--- src/rtl/phy_pkg.sv ---
// Shared PHY definitions: character defaults, byte width and receiver state encoding.
package phy_pkg;

  localparam int PHY_BYTE_W = 8;

  localparam logic [PHY_BYTE_W-1:0] PHY_COMMA = 8'hBC;
  localparam logic [PHY_BYTE_W-1:0] PHY_IDLE  = 8'h7C;

  typedef enum logic [1:0] {
    SEARCH,
    ALIGN,
    LOCKED
  } rx_state_t;

  // Fill characters carry no payload and are never delivered as data.
  function automatic logic is_fill_byte(input logic [PHY_BYTE_W-1:0] b,
                                        input logic [PHY_BYTE_W-1:0] comma,
                                        input logic [PHY_BYTE_W-1:0] idle);
    return (b == comma) || (b == idle);
  endfunction

endpackage

--- src/rtl/phy_rx_window.sv ---
// Receive shift window and bit counter for one lane; exposes the next window,
// the COMMA match on it and the byte-boundary strobe.
module phy_rx_window
  import phy_pkg::*;
#(
  parameter logic [PHY_BYTE_W-1:0] COMMA = PHY_COMMA
) (
  input  logic                  clk_32f,
  input  logic                  reset,
  input  logic                  data_in,
  input  logic                  realign,
  output logic [PHY_BYTE_W-1:0] win_next,
  output logic                  comma_hit,
  output logic                  boundary
);

  logic [PHY_BYTE_W-1:0] win;
  logic [2:0]            bcnt;

  assign win_next  = {win[PHY_BYTE_W-2:0], data_in};
  assign comma_hit = (win_next == COMMA);
  assign boundary  = (bcnt == 3'd7);

  // Realign pins the byte phase so the next boundary falls 8 bits after the match.
  always_ff @(posedge clk_32f) begin
    if (reset) begin
      win  <= '0;
      bcnt <= 3'd0;
    end else begin
      win  <= win_next;
      bcnt <= realign ? 3'd0 : bcnt + 3'd1;
    end
  end

endmodule

--- src/rtl/phy_rx_deserializer.sv ---
// Per-lane serial-to-parallel receiver: COMMA alignment, lock and byte delivery.
// Optional loss-of-sync monitor is built when PHY_RX_LOS_EN is defined.
module phy_rx_deserializer
  import phy_pkg::*;
#(
  parameter logic [PHY_BYTE_W-1:0] COMMA      = PHY_COMMA,
  parameter logic [PHY_BYTE_W-1:0] IDLE       = PHY_IDLE,
  parameter int                    LOCK_COUNT = 4,
  parameter int                    LOS_BYTES  = 16
) (
  input  logic                  clk_32f,
  input  logic                  reset,
  input  logic                  data_in,
  output logic [PHY_BYTE_W-1:0] data_out,
  output logic                  valid_out,
  output logic                  active,
  output logic                  byte_tick
);

  localparam logic [3:0] LOCK_LAST = 4'(LOCK_COUNT - 1);

  rx_state_t             state;
  logic [3:0]            lock_cnt;
  logic [PHY_BYTE_W-1:0] win_next;
  logic                  comma_hit;
  logic                  boundary;
  logic                  realign;
  logic                  los_hit;

  assign realign = (state == SEARCH) && comma_hit;

  phy_rx_window #(
    .COMMA(COMMA)
  ) u_window (
    .clk_32f  (clk_32f),
    .reset    (reset),
    .data_in  (data_in),
    .realign  (realign),
    .win_next (win_next),
    .comma_hit(comma_hit),
    .boundary (boundary)
  );

`ifdef PHY_RX_LOS_EN
  localparam logic [7:0] LOS_LAST = 8'(LOS_BYTES - 1);

  logic [7:0] los_cnt;

  assign los_hit = (state == LOCKED) && boundary && !comma_hit && (los_cnt == LOS_LAST);

  // Counts locked byte boundaries since the most recent COMMA.
  always_ff @(posedge clk_32f) begin
    if (reset) begin
      los_cnt <= 8'd0;
    end else if (state != LOCKED) begin
      los_cnt <= 8'd0;
    end else if (boundary) begin
      los_cnt <= (comma_hit || los_hit) ? 8'd0 : los_cnt + 8'd1;
    end
  end
`else
  // Without the monitor a locked lane stays locked; LOS_BYTES is inert here.
  assign los_hit = (LOS_BYTES == 0);
`endif

  always_ff @(posedge clk_32f) begin
    if (reset) begin
      state     <= SEARCH;
      lock_cnt  <= 4'd0;
      data_out  <= '0;
      valid_out <= 1'b0;
      active    <= 1'b0;
      byte_tick <= 1'b0;
    end else begin
      byte_tick <= 1'b0;
      case (state)
        SEARCH: begin
          if (comma_hit) begin
            lock_cnt <= 4'd1;
            if (LOCK_COUNT == 1) begin
              state  <= LOCKED;
              active <= 1'b1;
            end else begin
              state <= ALIGN;
            end
          end
        end
        ALIGN: begin
          if (boundary) begin
            if (comma_hit) begin
              lock_cnt <= lock_cnt + 4'd1;
              if (lock_cnt == LOCK_LAST) begin
                state  <= LOCKED;
                active <= 1'b1;
              end
            end else begin
              state    <= SEARCH;
              lock_cnt <= 4'd0;
            end
          end
        end
        LOCKED: begin
          if (boundary) begin
            byte_tick <= 1'b1;
            if (los_hit) begin
              state     <= SEARCH;
              lock_cnt  <= 4'd0;
              active    <= 1'b0;
              valid_out <= 1'b0;
            end else if (is_fill_byte(win_next, COMMA, IDLE)) begin
              valid_out <= 1'b0;
            end else begin
              data_out  <= win_next;
              valid_out <= 1'b1;
            end
          end
        end
        default: begin
          state    <= SEARCH;
          lock_cnt <= 4'd0;
        end
      endcase
    end
  end

endmodule

--- config.mk ---
export PLATFORM = sky130hd
export DESIGN_NAME = phy_rx_deserializer
export DESIGN_NICKNAME = d
export VERILOG_FILES = /design/src/rtl/phy_pkg.sv /design/src/rtl/phy_rx_window.sv /design/src/rtl/phy_rx_deserializer.sv
export SDC_FILE = /design/constraint.sdc
export NUM_CORES = 1
export LEC_CHECK = 0
export CAP_MARGIN = 25
export CORE_MARGIN = 10
export CORE_UTILIZATION = 55
export CTS_CLUSTER_SIZE = 10
export DETAILED_ROUTE_END_ITERATION = 16
export HOLD_SLACK_MARGIN = 0.06
export PLACE_DENSITY = 0.79
export RECOVER_POWER = 25
export SLEW_MARGIN = 40
export SYNTH_ARGS = -nofsm -noshare
export SYNTH_HDL_FRONTEND = slang
export SYNTH_SLANG_ARGS = --single-unit
export TNS_END_PERCENT = 20
--- constraint.sdc ---
create_clock -name clk_32f -period 3.48 [get_ports clk_32f]
set_input_delay 0.696 -clock clk_32f [delete_from_list [all_inputs] [get_ports clk_32f]]
set_output_delay 0.696 -clock clk_32f [all_outputs]
set_load 0.02 [all_outputs]
# --- Word-level counts from Yosys, hierarchy flattened ---
# Cells that the tools add are included.
totals:
  reg_bits: 27
  output_inout_bits: 11
  wordCells: 42
op_classes:
  add_sub_neg: 2
  n_eq_ne: 9
  mux: 11
  bitwise: 2
  n_reduce_logical: 10
ops:
  columns: ["cell", "n"]
  rows:
  - ["$mux W4", 3]
  - ["$pmux W4 S3", 1]
  - ["$eq A8 B7 Y1 const B", 1]
  - ["$eq A8 B8 Y1 const B", 1]
  - ["$mux W2", 4]
  - ["$reduce_and A4 Y1", 2]
  - ["$pmux W2 S3", 1]
  - ["$reduce_and A3 Y1", 2]
  - ["$add A4 B1 Y4 const B", 1]
  - ["$eq A4 B2 Y1 const B", 1]
  - ["$ne A2 B2 Y1 const B", 2]
  - ["$reduce_or A2 Y1", 2]
  - ["$add A3 B1 Y3 const B", 1]
  - ["$eq A3 B3 Y1 const B", 1]
  - ["$ne A3 B3 Y1 const B", 1]
  - ["$eq A2 B1 Y1 const B", 1]
  - ["$eq A2 B2 Y1 const B", 1]
  - ["$logic_not A2 Y1", 1]
  - ["$mux W1", 2]
  - ["$not A1 Y1", 2]
  - ["$reduce_and A2 Y1", 1]
  - ["$logic_and A1 B1 Y1", 1]
  - ["$logic_or A1 B1 Y1", 1]

# --- Depth between registers and ports, before layout ---
depth:
  depth_word: 5
  depth_mapped: 7
  mapped_depth_nobuf: 6

# --- Hierarchy ---
# From an unflattened synthesis, not the netlist that was laid out.
unflattened:
  hier_cells: 110
  area_unflattened_um2: 1102.3
modules_own_cells:
  columns: ["mod", "instances", "cells_each", "area_each_um2"]
  rows:
  - ["phy_rx_deserializer", 1, 83, 773.2]
  - ["phy_rx_window", 1, 27, 329.1]

# --- Worst setup path before layout ---
# Ideal clock, no wire load.
synth_path:
  path_type: "in2reg"
  from: "input data_in"
  to: "register data_out[2]"
  setup_ps: 128
  t_arrival_ps: 1559
  slack_ps: 1793
  cell_stages: 5
  path_cell_list: "nand4bb_4 > o31a_1 > buf_6 > mux2i_1 > nor2_1"
synth_via:
  elab_chain_cells: 4
synth_lines:
  columns: ["item", "line_no", "text"]
  rows:
  - ["from (decl)", "phy_rx_deserializer.sv:13", "input logic data_in,"]
  - ["$eq A8 B8 Y1 or $eq A8 B7 Y1 (tied branches)", "phy_pkg.sv:19", "return (b == comma) || (b == idle);"]
  - ["$logic_or A1 B1 Y1 *", "phy_pkg.sv:19", null]
  - ["$not A1 Y1 (no line) *", null, null]
  - ["$reduce_and A3 Y1 (no line) *", null, null]
  - ["to (signal assigned)", "phy_rx_deserializer.sv:113", "data_out <= win_next;"]
  - ["to (decl)", "phy_rx_deserializer.sv:14", "output logic [PHY_BYTE_W-1:0] data_out,"]
# Every way passes the cells marked *; elsewhere a longest branch is shown, timed or not.
# A chain may end at the register's enable or synchronous reset.

# --- Final worst setup path ---
layout_path:
  from: "input data_in"
  to: "register data_out[7]"
# The elaborated chain is that of the path after synthesis.

==> out/results.tsv <==
metric	value	unit
grt_pass1_wl	3390	um
most_common_cell_after_layout_fill_and_taps_aside	sky130_fd_sc_hd__dfxtp_1	
crit_fanout	8	
stdcell_count	147	
die_y	64.1	um
final-max-slew-violation-count	0	
cts_resized	0	
clock_sink_count	27	
hold_buf_count_cts	0	
remaining_drc_errors	0	
clock_insertion_delay_worst_skew	330	ps
antenna_cells	0	
cts_made_buffers	3	
grt_pass1_vias	737	
max_slew_headroom_at_the_worst_pin	0.344	
design.die.area	0.00410	sq mm
setup_violations	0	
worst_path_max_delay_cell	sky130_fd_sc_hd__o31a_1	
fraction_of_layout_cells_with_a_size_suffix_above_1	0.0574	
synth-main-ff-cell	sky130_fd_sc_hd__dfxtp_1	
dr_total_vias	766	
drtPass1Iterations	4	
clockRootBuffer	sky130_fd_sc_hd__clkbuf_4	
drt_first_iter_violations	13	
wire_per_inst	13.3	um
cpPeakStageDelay	550	ps
timing.setup.critical_path_class	in2reg	
layout-area-overhead-vs-synth	14.2	%
run_status	finished clean	
floorplan.rows	15	
worst_setup_hold_path_clk_slew	160	ps
worstRegToRegCells	6	
grt_usage	0.100	
ys_types	26	
mappedNetlistArea	0.00107	sq mm
cap_viol_max_count	0	
boundaryPins	14	
postRouteWirelength	1950	um
post_synthesis_sequential_area_ratio	0.506	
start_util	0.599	
finalCriticalPeriod	2150	ps
power.density_cell_area	390	mW/mm^2
crit_path_cell_trace	clkdlybuf4s50_1, nand4bb_1, o31a_1, mux2i_1, nor2_1	
synth-warning-count	0	
critical_path.startpoint_type	input pin	
post_synth.cell_area_avg	9.88	sq um
synth_enable_flop_cells	0	
hold_violations	0	
cts_tree	built	
core_area	0.00178	sq mm
post-route-cell-area	0.00122	sq mm
grt_start_max_net_pins	24	
place.detailed.instances	143	
synth_async_sr_flop_share	0	
setup.worst_path.end_class	flop	
fin_crit_sh	0.618	
fmax	0.465	GHz
cts.repair_timing.setup_buffer_count	0	
finalSetupTns	0	ps
power.static_leakage	0.429	nW
antenna_left	0	
layout.nets	129	
syn_inst	108	
clockBufferDepth	2	
cp.arrival	2340	ps
initial_antenna_violation_count	0	
filler_cell_count	165	
placement.io_buffers	13	
globalRoute.totalOverflow	0	
detailedPlacementHpwl	1450	um
routability_cong	0.771	
mappedNetlistNets	114	
worst-slew-pin-transition	984	ps
most-common-layout-cells	sky130_fd_sc_hd__dfxtp_1 (27), sky130_fd_sc_hd__nor2_1 (15), sky130_fd_sc_hd__clkdlybuf4s50_1 (12)	
die_w	64.1	um
cp_data_required_time	3670	ps
hold_path_depth	1	
h-tree-depth	1	
hold_path_class	reg2reg	
route.detailed.vias_per_inst	5.21	
finalCoreUtilization	0.684	
fin_skew	14.6	ps
dpl_cell_area	0.00121	sq mm
rsz_0062_raised_after_global_routing	no	
synth.ff_latch_count	27	
ir_drop	376	uV
[flip-flops by register name, summed over array words and instances (netlist names)]
signal and flops:
valid_out 1, active 1, data_out 8, byte_tick 1, u_window.win 7, lock_cnt 4, state 2, u_window.bcnt 3
[through the flow]
stage	setup WS [ps]	hold WS (ps)	total power [mW]
after floorplan	1790	399	0.333
after global placement	1210	409	0.338
after detailed placement	1150	412	0.339
after CTS	1440	436	0.479
after global routing	1260	471	0.492
final	1330	436	0.475
[power breakdown]
group / leakage [nW] / switching (mW) / total [mW] / internal, mW
clock: 0.0183 / 0.0983 / 0.145 / 0.0469
combinational: 0.192 / 0.00792 / 0.0137 / 0.00583
sequential: 0.219 / 0.00243 / 0.316 / 0.314
total: 0.429 / 0.109 / 0.475 / 0.367
[critical path: cells and delay by family]
kind,cells,cell delay (ps)
simple gates,2,440
compound gates,1,550
mux,1,210
buf+inv,1,450
[per-layer routing]
metal	GRT usage	part of all wire
met1	0.125	0.49
met5	0	0
met3	0.0540	0.069
met2	0.150	0.44
met4	0.0164	0.0067
[synthesized netlist by cell type, types with 3 or more instances]
cell type / instances / area share
sky130_fd_sc_hd__nor2_1: 15 / 0.053
sky130_fd_sc_hd__nor2b_1: 9 / 0.053
sky130_fd_sc_hd__mux2i_1: 4 / 0.038
sky130_fd_sc_hd__nand3_1: 4 / 0.019
sky130_fd_sc_hd__a21oi_1: 8 / 0.038
sky130_fd_sc_hd__dfxtp_1: 27 / 0.51
sky130_fd_sc_hd__and2_1: 3 / 0.018
sky130_fd_sc_hd__nor3_1: 4 / 0.019
sky130_fd_sc_hd__ha_1: 3 / 0.035
sky130_fd_sc_hd__nand2_1: 9 / 0.032
[final cells by class]
cell class / count / area [sq um] / area share
sequential: 27 / 541 / 0.444
multi-input combinational: 76 / 484 / 0.397
timing repair buffer: 13 / 124 / 0.102
tap: 25 / 31.3 / 0.0257
clock buffer: 3 / 22.5 / 0.0185
clock inverter: 1 / 8.76 / 0.00719
inverter: 2 / 7.51 / 0.00616
[cell families after synthesis]
family,synth area share
AO/OA/AOI/OAI,0.0997
buffers and inverters,0.0246
AND/OR/NAND/NOR,0.288
multiplexers,0.0375
XOR/XNOR,0.00821
adder cells (fa/ha/maj),0.0352
flip-flops,0.506
[final timing paths]
kind                                             startpoint                     endpoint  slack (ps)
worst max-delay path                                data_in     data_out[7]$_SDFFE_PP0P_        1330
worst min-delay path            u_window.bcnt[0]$_SDFF_PP0_  u_window.bcnt[0]$_SDFF_PP0_         440
worst max register to register  u_window.bcnt[0]$_SDFF_PP0_     data_out[7]$_SDFFE_PP0P_        1580
worst min register to register  u_window.bcnt[0]$_SDFF_PP0_  u_window.bcnt[0]$_SDFF_PP0_         440
Note: power is estimated with default switching activity, not from simulation.
